## src/rtl/handshake_pkg.sv

```systemverilog
// handshake_pkg
// Shared constants and width helpers for the handshake dataflow fabric.
package handshake_pkg;

    localparam int HS_DEFAULT_DATA_WIDTH = 32;
    localparam int HS_MAX_SLOTS          = 64;

    // Ceiling log2. Used for counter and pointer widths so that depths
    // that are not powers of two still get enough bits.
    function automatic int clog2(input int value);
        int width;
        width = 0;
        for (int v = value - 1; v > 0; v = v >> 1) begin
            width++;
        end
        return width;
    endfunction

    // Pointer width for a storage of the given depth. A single-slot
    // storage still needs a 1-bit pointer so the port is never zero-width.
    function automatic int ptrWidth(input int slots);
        return (slots > 1) ? clog2(slots) : 1;
    endfunction

endpackage

```

## src/rtl/handshake_elastic_fifo_if.sv

```systemverilog
// handshake_elastic_fifo_if
// Input and output valid/ready channels of the elastic FIFO bundled together.
// The slave modport is the FIFO's view; the master modport is the view of
// whatever sits around it (producer on ins, consumer on outs).
interface handshake_elastic_fifo_if
    import handshake_pkg::*;
#(
    parameter int DATA_WIDTH = HS_DEFAULT_DATA_WIDTH
) ();

    logic [DATA_WIDTH-1:0] ins;
    logic                  ins_valid;
    logic                  ins_ready;
    logic [DATA_WIDTH-1:0] outs;
    logic                  outs_valid;
    logic                  outs_ready;

    modport master (
        output ins,
        output ins_valid,
        input  ins_ready,
        input  outs,
        input  outs_valid,
        output outs_ready
    );

    modport slave (
        input  ins,
        input  ins_valid,
        output ins_ready,
        output outs,
        output outs_valid,
        input  outs_ready
    );

endinterface

```

## src/rtl/handshake_fifo_ram.sv

```systemverilog
// handshake_fifo_ram
// NUM_SLOTS x DATA_WIDTH token storage: one synchronous write port and one
// asynchronous read port. Contents are deliberately never reset.
module handshake_fifo_ram
    import handshake_pkg::*;
#(
    parameter int DATA_WIDTH = HS_DEFAULT_DATA_WIDTH,
    parameter int NUM_SLOTS  = 4,
    localparam int PTR_W     = ptrWidth(NUM_SLOTS)
) (
    input  logic                  clk,
    input  logic                  i_we,
    input  logic [PTR_W-1:0]      i_waddr,
    input  logic [DATA_WIDTH-1:0] i_wdata,
    input  logic [PTR_W-1:0]      i_raddr,
    output logic [DATA_WIDTH-1:0] o_rdata
);

    logic [DATA_WIDTH-1:0] r_mem [NUM_SLOTS];

    // Write the incoming token into its slot on an accepted push.
    always_ff @(posedge clk) begin
        if (i_we) begin
            r_mem[i_waddr] <= i_wdata;
        end
    end

    assign o_rdata = r_mem[i_raddr];

endmodule

```

## src/rtl/handshake_elastic_fifo.sv

```systemverilog
// handshake_elastic_fifo
// Elastic valid/ready FIFO that decouples a producer from its consumer and
// cuts the combinational ready path between them.
// Optional feature: define HANDSHAKE_FIFO_BYPASS_EN to forward the input
// straight to the output while the FIFO is empty (zero-latency pass-through,
// at the cost of an ins_valid -> outs_valid combinational path).
module handshake_elastic_fifo
    import handshake_pkg::*;
#(
    parameter int DATA_WIDTH = HS_DEFAULT_DATA_WIDTH,
    parameter int NUM_SLOTS  = 4
) (
    input  logic                    clk,
    input  logic                    rst,
    handshake_elastic_fifo_if.slave hs
);

    localparam int CNT_W = clog2(NUM_SLOTS + 1);
    localparam int PTR_W = ptrWidth(NUM_SLOTS);

    localparam logic [CNT_W-1:0] FULL_COUNT = CNT_W'(NUM_SLOTS);
    localparam logic [PTR_W-1:0] LAST_PTR   = PTR_W'(NUM_SLOTS - 1);

    logic [PTR_W-1:0]      r_wrPtr;
    logic [PTR_W-1:0]      r_rdPtr;
    logic [CNT_W-1:0]      r_count;

    logic                  w_empty;
    logic                  w_insReady;
    logic                  w_outsValid;
    logic                  w_bypass;
    logic                  w_push;
    logic                  w_pop;
    logic [DATA_WIDTH-1:0] w_ramData;
    logic [DATA_WIDTH-1:0] w_outsData;

    // Explicit wrap compare so depths that are not powers of two work.
    function automatic logic [PTR_W-1:0] nextPtr(input logic [PTR_W-1:0] ptr);
        return (ptr == LAST_PTR) ? '0 : ptr + PTR_W'(1);
    endfunction

    // Both handshake flags are held low while rst is asserted, which also
    // guarantees a handshake on the reset edge never counts.
    assign w_empty    = (r_count == '0);
    assign w_insReady = rst && (r_count != FULL_COUNT);

`ifdef HANDSHAKE_FIFO_BYPASS_EN
    assign w_outsValid = rst && (!w_empty || hs.ins_valid);
    assign w_outsData  = w_empty ? hs.ins : w_ramData;
    assign w_bypass    = w_empty && hs.ins_valid && hs.outs_ready;
`else
    assign w_outsValid = rst && !w_empty;
    assign w_outsData  = w_ramData;
    assign w_bypass    = 1'b0;
`endif

    // A token that passes straight through is neither stored nor retired.
    assign w_push = hs.ins_valid && w_insReady && !w_bypass;
    assign w_pop  = w_outsValid && hs.outs_ready && !w_bypass;

    assign hs.ins_ready  = w_insReady;
    assign hs.outs_valid = w_outsValid;
    assign hs.outs       = w_outsValid ? w_outsData : '0;

    handshake_fifo_ram #(
        .DATA_WIDTH (DATA_WIDTH),
        .NUM_SLOTS  (NUM_SLOTS)
    ) u_ram (
        .clk     (clk),
        .i_we    (w_push),
        .i_waddr (r_wrPtr),
        .i_wdata (hs.ins),
        .i_raddr (r_rdPtr),
        .o_rdata (w_ramData)
    );

    // Advance pointers on push/pop and keep occupancy in step with them.
    always_ff @(posedge clk) begin
        if (!rst) begin
            r_wrPtr <= '0;
            r_rdPtr <= '0;
            r_count <= '0;
        end else begin
            if (w_push) begin
                r_wrPtr <= nextPtr(r_wrPtr);
            end
            if (w_pop) begin
                r_rdPtr <= nextPtr(r_rdPtr);
            end
            case ({w_push, w_pop})
                2'b10:   r_count <= r_count + CNT_W'(1);
                2'b01:   r_count <= r_count - CNT_W'(1);
                default: r_count <= r_count;
            endcase
        end
    end

endmodule

```

## src/flat_wrapper.sv

```systemverilog
// flat-port wrapper written by rule: the top's interface ports become plain ports
module handshake_elastic_fifo_flat import handshake_pkg::*;
#(
    parameter int DATA_WIDTH = HS_DEFAULT_DATA_WIDTH,
    parameter int NUM_SLOTS  = 4
)
  (clk, rst, hs_ins, hs_ins_valid, hs_ins_ready, hs_outs, hs_outs_valid, hs_outs_ready);
  handshake_elastic_fifo_if #(.DATA_WIDTH(DATA_WIDTH)) hs_i ();
  input  logic clk;
  input  logic rst;
  input wire logic [$bits(hs_i.ins)-1:0] hs_ins;
  input wire logic [$bits(hs_i.ins_valid)-1:0] hs_ins_valid;
  output wire logic [$bits(hs_i.ins_ready)-1:0] hs_ins_ready;
  output wire logic [$bits(hs_i.outs)-1:0] hs_outs;
  output wire logic [$bits(hs_i.outs_valid)-1:0] hs_outs_valid;
  input wire logic [$bits(hs_i.outs_ready)-1:0] hs_outs_ready;
  assign hs_i.ins = hs_ins;
  assign hs_i.ins_valid = hs_ins_valid;
  assign hs_ins_ready = hs_i.ins_ready;
  assign hs_outs = hs_i.outs;
  assign hs_outs_valid = hs_i.outs_valid;
  assign hs_i.outs_ready = hs_outs_ready;
  handshake_elastic_fifo #(.DATA_WIDTH(DATA_WIDTH), .NUM_SLOTS(NUM_SLOTS)) u_core (.clk(clk), .rst(rst), .hs(hs_i));
endmodule
```

## config.mk

```make
export PLATFORM = sky130hd
export DESIGN_NAME = handshake_elastic_fifo_flat
export DESIGN_NICKNAME = d
export VERILOG_FILES = /design/src/rtl/handshake_pkg.sv /design/src/rtl/handshake_elastic_fifo_if.sv /design/src/rtl/handshake_fifo_ram.sv /design/src/rtl/handshake_elastic_fifo.sv /design/src/flat_wrapper.sv
export SDC_FILE = /design/constraint.sdc
export NUM_CORES = 1
export LEC_CHECK = 0
export ABC_AREA = 1
export BUFFER_PORTS_ARGS = -buffer_cell sky130_fd_sc_hd__buf_2
export CORE_ASPECT_RATIO = 0.75
export CORE_MARGIN = 2
export CORE_UTILIZATION = 57
export CTS_CLUSTER_DIAMETER = 150
export DETAILED_ROUTE_END_ITERATION = 8
export PLACE_DENSITY = 0.83
export SYNTH_ARGS = -nofsm -noshare
export SYNTH_HDL_FRONTEND = slang
export SYNTH_SLANG_ARGS = --single-unit
```

## constraint.sdc

```tcl
create_clock -name clk -period 3.15 [get_ports clk]
set_input_delay 0.63 -clock clk [delete_from_list [all_inputs] [get_ports clk]]
set_output_delay 0.63 -clock clk [all_outputs]
set_load 0.01 [all_outputs]
```

# Word-level counts from Yosys, hierarchy flattened

Memories as Yosys holds them, arrays and structs flattened. A register that Yosys moved wholly into a read port is not among the register bits.
Index checks and enable logic that the tools add are counted.

$add $sub $neg: 4
Equality and inequality tests: 5
Mux-type cells: 8
Reduce and logical (&&, ||, !) cells: 7

Operators by type and width:

| kind                                                                   | number |
|---|---|
| 32-bit 2-to-1 mux                                                      | 1 |
| 2-bit 2-to-1 mux                                                       | 4 |
| 2-bit equality test (second input constant)                            | 3 |
| 3-bit one-hot mux with 2 select lines                                  | 1 |
| 2-bit by 1-bit adder with 2-bit output (second input constant)         | 2 |
| 1-bit logical AND                                                      | 4 |
| 3-bit by 1-bit adder with 3-bit output (second input constant)         | 1 |
| 3-bit logical NOT                                                      | 1 |
| 3-bit inequality test (second input constant)                          | 1 |
| 3-bit by 1-bit subtractor with 3-bit output (second input constant)    | 1 |
| 2-bit by 1-bit equality test with 1-bit output (second input constant) | 1 |
| 1-bit 2-to-1 mux                                                       | 2 |
| 2-bit nonzero test                                                     | 1 |
| 1-bit logical NOT                                                      | 1 |

Bits in registers: 7
RAM bits: 128
Input port bits: 36
Word-level logic and storage cells: 28
Memories kept: 1

Memory list:

| memory             | depth | width | read ports | clocked after memory_dff | wr ports | line                     | source |
|---|---|---|---|---|---|---|---|
| u_core.u_ram.r_mem | 4     | 32    | 1          | 1                        | 1        | handshake_fifo_ram.sv:19 | `logic [DATA_WIDTH-1:0] r_mem [NUM_SLOTS];` |

# Longest topological paths before layout

Depth in word-level cells: 6
Depth in mapped cells: 13

# By module

From an unflattened synthesis, not the netlist that was laid out.

Cell total of the unflattened synthesis: 633
Area, all modules: 6,172.2 µm²

By module, submodules not included:

| module                 | times used | cells an instance | area an instance (µm²) | sequential area each (µm²) |
|---|---|---|---|---|
| handshake_fifo_ram     | 1          | 509               | 5,437.7                | 3,843.7 |
| handshake_elastic_fifo | 1          | 124               | 734.5                  | 140.1 |

# Least setup slack after synthesis

Ideal clock, no wire load.

Kind: input to register
Start: in rst
End: mem u_core.u_ram.r_mem[0][0] (netlist bit) (enable)
Data arrival time: 2.331 ns
Path slack: 0.398 ns
Stages on the path: 3
Path through: buf_2 nand3_2 nor2_1

Word-level cells in the longest chain between the ends: 4

RTL lines:

| what                                   | line                         | source |
|---|---|---|
| start, declared                        | flat_wrapper.sv:10           | `input logic rst;` |
| 1-bit logical AND                      | handshake_elastic_fifo.sv:45 | `assign w_insReady = rst && (r_count != FULL_COUNT);` |
| 1-bit logical AND                      | handshake_elastic_fifo.sv:58 | `assign w_push = hs.ins_valid && w_insReady && !w_bypass;` |
| 1-bit 2-to-1 mux                       | handshake_fifo_ram.sv:23     | `if (i_we) begin` |
| 1-bit 2-to-1 mux (implied by the code) | handshake_fifo_ram.sv:24     | `r_mem[i_waddr] <= i_wdata;` |
| end, declared                          | handshake_fifo_ram.sv:19     |  |

No other way between the ends.

==> impl_results.md <==
* Status: finished clean
* Critical Path Sink Type: output pin
* Worst path max stage delay at 860 ps
* Vias in the first global route at 3377
* Total global-route track usage at 0.229
* Post-synthesis sequential area ratio at 0.737
* Initial antenna violation count at 0
* Worst Path Arrival at 2170 ps
* Die Wd at 117 µm
* Largest net degree at the start of global routing at 65
* Worst Hold Path EP: u_core.u_ram.r_mem[0][31]
* DR pass1 iterations at 5
* Nets@finish at 564
* Post-DR wirelength/cell at 16.4 µm
* First-pass GRT wire length at roughly 17 mm
* Hold depth at 1
* Mapped Nets at 490
* Num CTS Buffers at 17
* Vias per std cell at 5.31
* Reg2reg end: u_core.u_ram.r_mem[0][10]
* YS warnings at 0
* Critical Path RT at 2520 ps
* P_leak at 2.44 nW
* Relative slew slack at 0.203
* Cell Area, Synth at ~5500 µm²
* Core Box Area at 9200 µm²
* Post-CTS Setup Repair Bufs at 0
* Fill count at 608
* Max-Cap Viols at 0
* Drc violations at 0
* Mapped Cells at 447
* Setup violations, final at 0
* Vias at about 3.5k
* Final hold vios at 0
* Ant diodes at 0
* R2R cell count at 5
* FF-to-FF Start: u_core.r_count[1]
* Place WS at between 700 and 800 ps
* Synth top area cells: edfxtp_1 (70%), nor2_1 (9.7%), o21ai_1 (3.8%), dfxtp_1 (3.3%), a21oi_1 (3.1%)
* Power Dens Cells at 660 nW/µm²
* Register share of total power at 0.484
* Setup Crit Path Kind: flop to output pin
* Setup WS post-layout at 352 ps
* Reg clk slew, reported paths at ~50 ps
* Hold-fix buffers, CTS at 0
* Synth Register Bits at 137
* H-tree depth at 4
* Worst skew pair latency at ~410 ps
* Gr ovfl total at 0
* Worst ir drop on vdd at 0.492 mV
* Tcrit/Tclk final at 0.888
* Yosys cell types at 17
* Slew @ Worst Pin at 1190 ps
* Max Buffers Root-to-Sink at 2
* FP Rows at 30
* Setup tns final at 0 ps
* Synthesis-to-finish area growth at 18.4%
* Peak Freq at 0.357 GHz
* Worst Skew at between 7 and 8 ps
* ANT nets after route at 0
* Clock network power share at 0.426
* Synth Area per Inst at roughly 12 µm²
* Beginning of the worst hold path: hs_ins[31]
* Buffers on Ports at 69
* Sw Ratio at 0.223
* RSZ-0062 raised after global routing: no
* Die height at 88.8 µm
* Final min period at approximately 2800 ps
* Total power at 4.27 mW
* Starting Density at 0.594
* Crit path launch type: flop
* Final Max Tran Viols at 0
* Clk root buf: clkbuf_16
* I/O pin count at 70
* TritonCTS Sinks at 137
* Comb power frac at 0.090
* CTS tree: yes
* Full die area at 10400 µm²
* R2r setup slk at approximately 1200 ps
* Synth top area share at 0.704
* Net Switching at about 0.95 mW
* GPL Wtd Cong at 0.772
* Worst Path Max Fanout at 32
* Largest area contributor in the netlist: edfxtp_1
* Iter 0 DRT Violations at a little under 300
* Slowest CP cell: inv_1
* Hold Path Class: input port to flop
* Post-CTS resize count at 0
* Layout cells sized above 1 at 0.208
* P_int at between 3 and 4 mW
* Critical Path, Cell by Cell: inv_1 > nor2_1 > o21ai_1 > a21oi_1 > buf_2
* HPWL after DPL at about 6.6 mm
* Drt total wl at 10.9 mm
area by class of cell:
type / count / area, µm² / area share
flip-flops and latches: 137 / 4030 / 0.623
multi-input cells: 269 / 1250 / 0.193
clock buffers: 20 / 437 / 0.0676
repair buffers: 79 / 420 / 0.0650
well taps: 128 / 160 / 0.0248
clock inverters: 12 / 108 / 0.0166
inverters: 17 / 63.8 / 0.00987
metal layers:
| layer | wire length, µm | track usage | vias up |
|---|---|---|---|
| met3 | 843 | 0.0856 | 15 |
| met1 | 4810 | 0.303 | 1646 |
| met2 | 5070 | 0.348 | 142 |
| met5 | 0 | 0 | - |
| met4 | 146 | 0.0930 | 0 |
| li1 | - | - | 1714 |
layout by cell type, fill, tap and decap left out, types with 2 or more instances in the layout:
cell type and instances:
nor2_4 4, o21ai_0 25, clkbuf_1 3, buf_2 69
buf_4 10, a21oi_1 34, nand3_1 5, ha_1 6
nor2_1 137, edfxtp_1 128, o21ai_1 41, clkbuf_16 17
dfxtp_1 8, bufinv_16 2, inv_1 16, clkinv_1 4
clkinv_2 5, nand2_1 14
registers in the layout, summed over array words and instances, names as in the netlist, named ones only:
| name | cells |
|---|---|
| u_core.u_ram.r_mem | 128 |
| u_core.r_count | 3 |
| u_core.r_wrPtr | 2 |
| u_core.r_rdPtr | 2 |
how the worst max path moves through the flow:
stage | depth (start not counted) | slack, ps | start | end
6_report | 5 | 350 | flop | hs_outs[2]
5_1_grt | 5 | 250 | flop | hs_outs[2]
4_1_cts | 5 | 330 | flop | hs_outs[2]
3_5_place_dp | 5 | 750 | rst | hs_outs[26]
3_3_place_gp | 5 | 800 | rst | hs_outs[26]
2_1_floorplan | 3 | 400 | rst | u_core.u_ram.r_mem[0][0]
kinds of logic after synthesis:
logic type	Yosys count	synth area share
buffers and inverters	41	0.0399
and+or+nand+nor	161	0.113
DFF	137	0.737
AOI/OAI and AO/OA	101	0.0930
adders and majority gates	7	0.0174
cells in the mapped netlist:
library cell and number:
dfxtp_1 9, o21ai_0 25, nand3_2 1, a21boi_0 1, a21oi_1 34, buf_6 7
edfxtp_1 128, o21ai_1 41, ha_1 6, nand3_1 5, buf_2 9, inv_2 1
fa_1 1, inv_1 16, nor2_1 141, clkbuf_1 8, nand2_1 14
power by group through the flow:
stage                     sequential (mW)  combinational, mW  clock [mW]
final                                2.07              0.384        1.82
after CTS                            2.07              0.387        1.83
after floorplan                      2.10              0.243           0
after global placement               2.10              0.373           0
after detailed placement             2.10              0.384           0
after global routing                 2.07              0.433        1.92
critical path, delay by kind of cell, from the launching register on:
kind / cells / cell delay, ps
and+or+nand+nor: 1 / 130
AOI/OAI and AO/OA: 2 / 280
DFF: 1 / 300
buffers and inverters: 2 / 1030
per-stage QoR:
stage	area [µm²]	util	hold slack (ps)	instances
2_1_floorplan	5460	-	463	447
6_report	6460	0.703	432	662
4_1_cts	6460	0.703	418	662
3_5_place_dp	5920	0.644	514	630
5_1_grt	6460	0.703	416	662
3_3_place_gp	5920	0.644	486	630
Power figures use the tool's default switching activity.
